`src/rtl/fir_coeff_ctrl_pkg.sv`:
```
// Shared constants and FSM encoding for the FIR coefficient controller.
// Coefficients are double-buffered: a shadow bank is written, then committed to the active bank.
package fir_coeff_ctrl_pkg;

    localparam int unsigned Div        = 40;  // 12 MHz cycles per 300 kHz sample
    localparam int unsigned NumTap     = 12;
    localparam int unsigned CoeffW     = 16;
    localparam int unsigned NumSeg     = 4;
    localparam int unsigned TapsPerSeg = 3;

    typedef enum logic [0:0] {
        StIdle    = 1'b0,
        StPending = 1'b1
    } state_e;

endpackage

```
`src/rtl/fir_coeff_ctrl_if.sv`:
```
// Coefficient write / commit handshake and coefficient outputs of fir_coeff_ctrl.
// The master side drives writes and commits; the slave side is the controller.
interface fir_coeff_ctrl_if
    import fir_coeff_ctrl_pkg::*;
#(
    parameter int unsigned NUM_TAP = NumTap
);

    logic                      iCoeffWrValid;
    logic                      oCoeffWrReady;
    logic [3:0]                iCoeffWrAddr;
    logic [CoeffW-1:0]         iCoeffWrData;
    logic                      iCommit;
    logic                      oCommitPending;
    logic                      oCommitDone;
    logic                      oAddrErr;
    logic                      oEnSample_300k;
    logic [CoeffW*NUM_TAP-1:0] oCoeffBus;
    logic [NumSeg-1:0]         oEnMul;

    modport master (
        output iCoeffWrValid, iCoeffWrAddr, iCoeffWrData, iCommit,
        input  oCoeffWrReady, oCommitPending, oCommitDone, oAddrErr,
        input  oEnSample_300k, oCoeffBus, oEnMul
    );

    modport slave (
        input  iCoeffWrValid, iCoeffWrAddr, iCoeffWrData, iCommit,
        output oCoeffWrReady, oCommitPending, oCommitDone, oAddrErr,
        output oEnSample_300k, oCoeffBus, oEnMul
    );

endinterface

```
`src/rtl/fir_sample_tick.sv`:
```
// Free-running divider: one-cycle tick when the counter reaches DIV-1, then wraps to 0.
// The tick is forced low while reset is held.
module fir_sample_tick
    import fir_coeff_ctrl_pkg::*;
#(
    parameter int unsigned DIV = Div
) (
    input  logic iClk_12M,
    input  logic iRst,
    output logic oTick
);

    localparam int unsigned CntW = (DIV > 1) ? $clog2(DIV) : 1;

    logic [CntW-1:0] rCnt;
    logic            cnt_last;

    assign cnt_last = (rCnt == CntW'(DIV - 1));

    always_ff @(posedge iClk_12M) begin
        if (iRst) begin
            rCnt <= '0;
        end else if (cnt_last) begin
            rCnt <= '0;
        end else begin
            rCnt <= rCnt + CntW'(1);
        end
    end

    assign oTick = cnt_last && !iRst;

endmodule

```
`src/rtl/fir_coeff_ctrl.sv`:
```
// Double-buffered FIR coefficient bank: writes land in the shadow bank, a commit copies it
// into the active bank on the next sample strobe so the FIR never sees a half-updated set.
module fir_coeff_ctrl
    import fir_coeff_ctrl_pkg::*;
#(
    parameter int unsigned DIV     = Div,
    parameter int unsigned NUM_TAP = NumTap
) (
    input  logic            iClk_12M,
    input  logic            iRst,
    fir_coeff_ctrl_if.slave bus
);

    localparam int unsigned BankW = CoeffW * NUM_TAP;

    state_e            state_q, state_d;
    logic [BankW-1:0]  shadow_q, shadow_d;
    logic [BankW-1:0]  active_q;
    logic [NumSeg-1:0] en_mul_q, en_mul_d;
    logic              done_q;
    logic              err_q;
    logic              strobe;
    logic              ready;
    logic              wr_fire;
    logic              wr_in_range;
    logic              swap;

    fir_sample_tick #(
        .DIV (DIV)
    ) u_tick (
        .iClk_12M (iClk_12M),
        .iRst     (iRst),
        .oTick    (strobe)
    );

    assign ready       = (state_q == StIdle) && !iRst;
    assign wr_fire     = bus.iCoeffWrValid && ready;
    assign wr_in_range = (32'(bus.iCoeffWrAddr) < NUM_TAP);

    // A commit raised on a strobe cycle waits for the following strobe, since IDLE never swaps.
    always_comb begin
        state_d = state_q;
        swap    = 1'b0;
        unique case (state_q)
            StIdle: begin
                if (bus.iCommit) begin
                    state_d = StPending;
                end
            end
            StPending: begin
                if (strobe) begin
                    swap    = 1'b1;
                    state_d = StIdle;
                end
            end
            default: state_d = StIdle;
        endcase
    end

    always_comb begin
        shadow_d = shadow_q;
        for (int unsigned k = 0; k < NUM_TAP; k++) begin
            if (wr_fire && (32'(bus.iCoeffWrAddr) == k)) begin
                shadow_d[k*CoeffW +: CoeffW] = bus.iCoeffWrData;
            end
        end
    end

    // Multiplier enables follow the bank being committed, so they switch together with it.
    always_comb begin
        en_mul_d = '0;
        for (int unsigned s = 0; s < NumSeg; s++) begin
            for (int unsigned t = 0; t < TapsPerSeg; t++) begin
                if ((s * TapsPerSeg + t) < NUM_TAP) begin
                    if (shadow_q[(s*TapsPerSeg+t)*CoeffW +: CoeffW] != '0) begin
                        en_mul_d[s] = 1'b1;
                    end
                end
            end
        end
    end

    always_ff @(posedge iClk_12M) begin
        if (iRst) begin
            state_q  <= StIdle;
            shadow_q <= '0;
            active_q <= '0;
            en_mul_q <= '0;
            done_q   <= 1'b0;
            err_q    <= 1'b0;
        end else begin
            state_q  <= state_d;
            shadow_q <= shadow_d;
            if (swap) begin
                active_q <= shadow_q;
                en_mul_q <= en_mul_d;
            end
            done_q <= swap;
            err_q  <= wr_fire && !wr_in_range;
        end
    end

    assign bus.oCoeffWrReady  = ready;
    assign bus.oCommitPending = (state_q == StPending);
    assign bus.oCommitDone    = done_q;
    assign bus.oAddrErr       = err_q;
    assign bus.oEnSample_300k = strobe;
    assign bus.oCoeffBus      = active_q;
    assign bus.oEnMul         = en_mul_q;

endmodule

```
`src/flat_wrapper.sv`:
```
// flat-port wrapper written by rule: the top's interface ports become plain ports
module fir_coeff_ctrl_flat import fir_coeff_ctrl_pkg::*;
#(
    parameter int unsigned DIV     = Div,
    parameter int unsigned NUM_TAP = NumTap
)
  (iClk_12M, iRst, bus_iCoeffWrValid, bus_iCoeffWrAddr, bus_iCoeffWrData, bus_iCommit, bus_oCoeffWrReady, bus_oCommitPending, bus_oCommitDone, bus_oAddrErr, bus_oEnSample_300k, bus_oCoeffBus, bus_oEnMul);
  fir_coeff_ctrl_if #(.NUM_TAP(NUM_TAP)) bus_i ();
  input  logic iClk_12M;
  input  logic iRst;
  input wire logic [$bits(bus_i.iCoeffWrValid)-1:0] bus_iCoeffWrValid;
  input wire logic [$bits(bus_i.iCoeffWrAddr)-1:0] bus_iCoeffWrAddr;
  input wire logic [$bits(bus_i.iCoeffWrData)-1:0] bus_iCoeffWrData;
  input wire logic [$bits(bus_i.iCommit)-1:0] bus_iCommit;
  output wire logic [$bits(bus_i.oCoeffWrReady)-1:0] bus_oCoeffWrReady;
  output wire logic [$bits(bus_i.oCommitPending)-1:0] bus_oCommitPending;
  output wire logic [$bits(bus_i.oCommitDone)-1:0] bus_oCommitDone;
  output wire logic [$bits(bus_i.oAddrErr)-1:0] bus_oAddrErr;
  output wire logic [$bits(bus_i.oEnSample_300k)-1:0] bus_oEnSample_300k;
  output wire logic [$bits(bus_i.oCoeffBus)-1:0] bus_oCoeffBus;
  output wire logic [$bits(bus_i.oEnMul)-1:0] bus_oEnMul;
  assign bus_i.iCoeffWrValid = bus_iCoeffWrValid;
  assign bus_i.iCoeffWrAddr = bus_iCoeffWrAddr;
  assign bus_i.iCoeffWrData = bus_iCoeffWrData;
  assign bus_i.iCommit = bus_iCommit;
  assign bus_oCoeffWrReady = bus_i.oCoeffWrReady;
  assign bus_oCommitPending = bus_i.oCommitPending;
  assign bus_oCommitDone = bus_i.oCommitDone;
  assign bus_oAddrErr = bus_i.oAddrErr;
  assign bus_oEnSample_300k = bus_i.oEnSample_300k;
  assign bus_oCoeffBus = bus_i.oCoeffBus;
  assign bus_oEnMul = bus_i.oEnMul;
  fir_coeff_ctrl #(.DIV(DIV), .NUM_TAP(NUM_TAP)) u_core (.iClk_12M(iClk_12M), .iRst(iRst), .bus(bus_i));
endmodule
```
`config.mk`:
```
export PLATFORM = sky130hd
export DESIGN_NAME = fir_coeff_ctrl_flat
export DESIGN_NICKNAME = d
export VERILOG_FILES = /design/src/rtl/fir_coeff_ctrl_pkg.sv /design/src/rtl/fir_coeff_ctrl_if.sv /design/src/rtl/fir_sample_tick.sv /design/src/rtl/fir_coeff_ctrl.sv /design/src/flat_wrapper.sv
export SDC_FILE = /design/constraint.sdc
export NUM_CORES = 1
export LEC_CHECK = 0
export CAP_MARGIN = 5
export CORE_AREA = 5 5 171 173
export DETAILED_ROUTE_END_ITERATION = 16
export DIE_AREA = 0 0 176 178
export PLACE_DENSITY = 0.8
export REMOVE_ABC_BUFFERS = 1
export SYNTH_ARGS = -nofsm -noshare
export SYNTH_HDL_FRONTEND = slang
export SYNTH_SLANG_ARGS = --single-unit
```
`constraint.sdc`:
```
create_clock -name iClk_12M -period 1.95 [get_ports iClk_12M]
set_input_delay 0.39 -clock iClk_12M [delete_from_list [all_inputs] [get_ports iClk_12M]]
set_output_delay 0.39 -clock iClk_12M [all_outputs]
set_load 0.01 [all_outputs]
```
==> qor.csv <==
stage;metric;value;unit
critical_path;Setup crit start kind;flip-flop;
sta;Tmin final;2.03;ns
floorplanning;Die Area;31300;µm²
critical_path;max incr delay on CP;0.35;ns
run_status;status;finished with violations;
critical_path;delay-heaviest family, CP;simple AND/OR/NAND/NOR gates;
grt;initial antenna violation count;0;
cts;CTS sink cnt;397;
logic_synthesis;predominant post-synthesis flop cell;dfxtp_1;
logic_synthesis;Post-Syn Area;14300;µm²
logic_synthesis;Yosys top cell by area;dfxtp_1;
sta;Final setup violation count;1;
route;number of iterations in the first detailed-routing pass;7;
grt;aggregate global routing overflow;0;
logic_synthesis;post-synth cell types;35;
sta;Slew headroom;0.311;
placement;Placed Cells;2341;
grt;gr usage total;0.257;
final_layout;Area Growth Syn to Fin;31.2;%
sta;clock skew after layout;0.0112;ns
run;Max Cap Violations;0;
placement;dpl hpwl;27.1;mm
sta;Slew @ Worst Pin;1.03;ns
route;vias post-DR;13400;
sta;setup_tns;-0.0808;ns
cts;Num CTS Buffers;40;
critical_path;critical path peak fanout;2;
critical_path;Buf+Inv Stages, Crit Path;1;
placement;gpl congestion;0.820;
sta;WHS;0.0715;ns
route;Routed Antenna Nets;0;
power;PD cells;855;nW/µm²
placement;pre-CTS setup slack;-0.273;ns
grt;vias in the first global route;12800;
cts;Hold-fix buffers, CTS;0;
power;leakage power;6.19;nW
cts;Clock Path Buffers;3;
sta;Final Cycle Share;1.04;
logic_synthesis;Synth area leaders;dfxtp_1 56%, nand2_1 19%, a21oi_1 13%;
power;NetSw;3.50;mW
logic_synthesis;asr flop ratio synth;0;
final_layout;final std cells w/o fill;2413;
final_layout;share of post-route cells with drive strength above 1;0.0919;
logic_synthesis;Synthesis Warnings;0;
power;VDD IR max;659;µV
sta;Pins Over Slew Limit;0;
cts;Clock Pin Slew Worst Setup and Hold Paths;0.06;ns
logic_synthesis;EDFF count, synth;0;
critical_path;worst endpoint required time;1.56;ns
cts;H-tree depth;2;
route;total wire length;42.1;mm
final_layout;ant diodes;0;
run_status;failing checks;negative setup slack;
critical_path;worst path arrival time;1.64;ns
route;Avg WL per Cell;17.4;µm
final_layout;Core Util, Final;0.683;
power;Gate power share;0.036;
final_layout;design area;18800;µm²
logic_synthesis;Yosys top cell area share;0.556;
power;Sw Share;0.218;
logic_synthesis;Avg Cell Area, Syn;7.86;µm²
grt;first-pass GRT wire length;65.6;mm
power;Sequential Power Share;0.509;
critical_path;CP Cell Sequence;ha_4, and4bb_2, and2_4, nor2b_4, buf_6;
floorplanning;Die X-Extent;176;µm
power;Final Power;16.0;mW
final_layout;Final #Nets;2065;
logic_synthesis;Synth Instances;1820;
power;clock share of power;0.456;
sta;final hold vios;0;
floorplanning;DIE HEIGHT;178;µm
worst_hold_path;Hold Path Class;input pin to flip-flop;
critical_path;CP endpoint kind;output port;
floorplanning;# rows;61;
cts;Root Buffer;clkbuf_16;
floorplanning;Core Area;27500;µm²
cts;clock latency at the later pin of the worst-skew pair;0.51;ns
route;vias per cell;5.54;
route;DRC viols;0;
sta;Max Fclk;492;MHz
placement;port bufs;224;
floorplanning;Initial Util;0.521;
cts;CTS tree;built;
final_layout;most frequent cells in the layout;737 x nand2_1, 395 x dfxtp_1, 371 x a21oi_1;
sta;setup ws final;-0.0808;ns
final_layout;fillcell total;2129;
final_layout;most common library cell in the layout ignoring fill and taps;nand2_1;
route;Initial DRC Count;1226;
floorplanning;I/O pins;225;
critical_path;CP max-delay cell;dfxtp_2;
sta;RSZ-0062 raised after global routing;true;
grt;pin count of the biggest net entering global routing;222;
critical_path;Setup CP Type;flip-flop to output port;
logic_synthesis;sequential fraction of the synthesis area;0.556;
logic_synthesis;Seq cells post-synth;397;
placement;DP Area;17400;µm²
power;total internal power;12.5;mW
-- what timing repair did --
item | CTS | global route
cloned | 0 | 1
pin swaps | 0 | 3
setup endpoints to repair | 2 | 3
gates resized for setup | 11 | 22
buffers inserted | 0 | 2
-- area by class of cell --
class | instances | area [µm²] | area share
Sequential cell | 397 | 7950 | 0.424
Multi-Input combinational cell | 1280 | 5790 | 0.309
Clock inverter | 13 | 105 | 0.00560
Tap cell | 346 | 433 | 0.0231
Clock buffer | 56 | 1140 | 0.0609
Timing Repair Buffer | 321 | 3350 | 0.178
-- registers in the layout (all words and copies together) (netlist names) --
register and flops:
u_core.bus.oAddrErr 1, u_core.bus.oEnMul 4, u_core.bus.oCommitPending 1, u_core.bus.oCommitDone 1, u_core.u_tick.rCnt 6, u_core.shadow_q 192, u_core.bus.oCoeffBus 192
-- synth_stat cells, types with 3 or more instances --
cell type	number
dfxtp_1	397
clkbuf_1	106
and3_1	5
buf_1	4
nand3_1	7
buf_6	13
o21ai_0	32
buf_2	17
nor3_1	8
nor4_1	52
nand2_1	739
nor2_1	12
a21oi_1	384
nand3b_1	3
nand4_1	12
-- per-layer routing --
metal,GRT usage,vias up,part of all wire
met5,0,-,0
met4,0.106,0,0.036
met3,0.0534,100,0.084
met2,0.422,574,0.47
met1,0.331,6263,0.41
li1,-,6423,-
-- worst paths after layout --
path	from	to	slack (ns)	cells past startpoint
setup / recovery	u_core.u_tick.rCnt[1]$_SDFF_PP0_	bus_oEnSample_300k	-0.08	5
hold / removal	iRst	u_core.bus.oCommitPending$_SDFF_PP0_	0.07	2
hold reg to reg	u_core.bus.oCoeffBus[56]$_SDFFE_PP0P_	u_core.bus.oCoeffBus[56]$_SDFFE_PP0P_	0.45	2
setup reg to reg	u_core.u_tick.rCnt[1]$_SDFF_PP0_	u_core.bus.oCoeffBus[121]$_SDFFE_PP0P_	0.04	9
-- cell families after synthesis --
| kind of cell | synth area share |
|---|---|
| buf+inv | 0.0463 |
| flops | 0.556 |
| simple gates | 0.249 |
| fa+ha+maj | 0.000874 |
| compound gates | 0.146 |
| xor+xnor | 0.00245 |
-- power by group through the flow --
stage / clock, mW / sequential (mW) / combinational, mW
finish: 7.31 / 8.16 / 0.571
global route: 7.74 / 8.16 / 0.600
CTS: 7.37 / 8.16 / 0.556
detailed placement: 0 / 8.34 / 0.554
global placement: 0 / 8.34 / 0.545
floorplan: 0 / 8.34 / 0.0995
(Power assumes the default switching activity.)
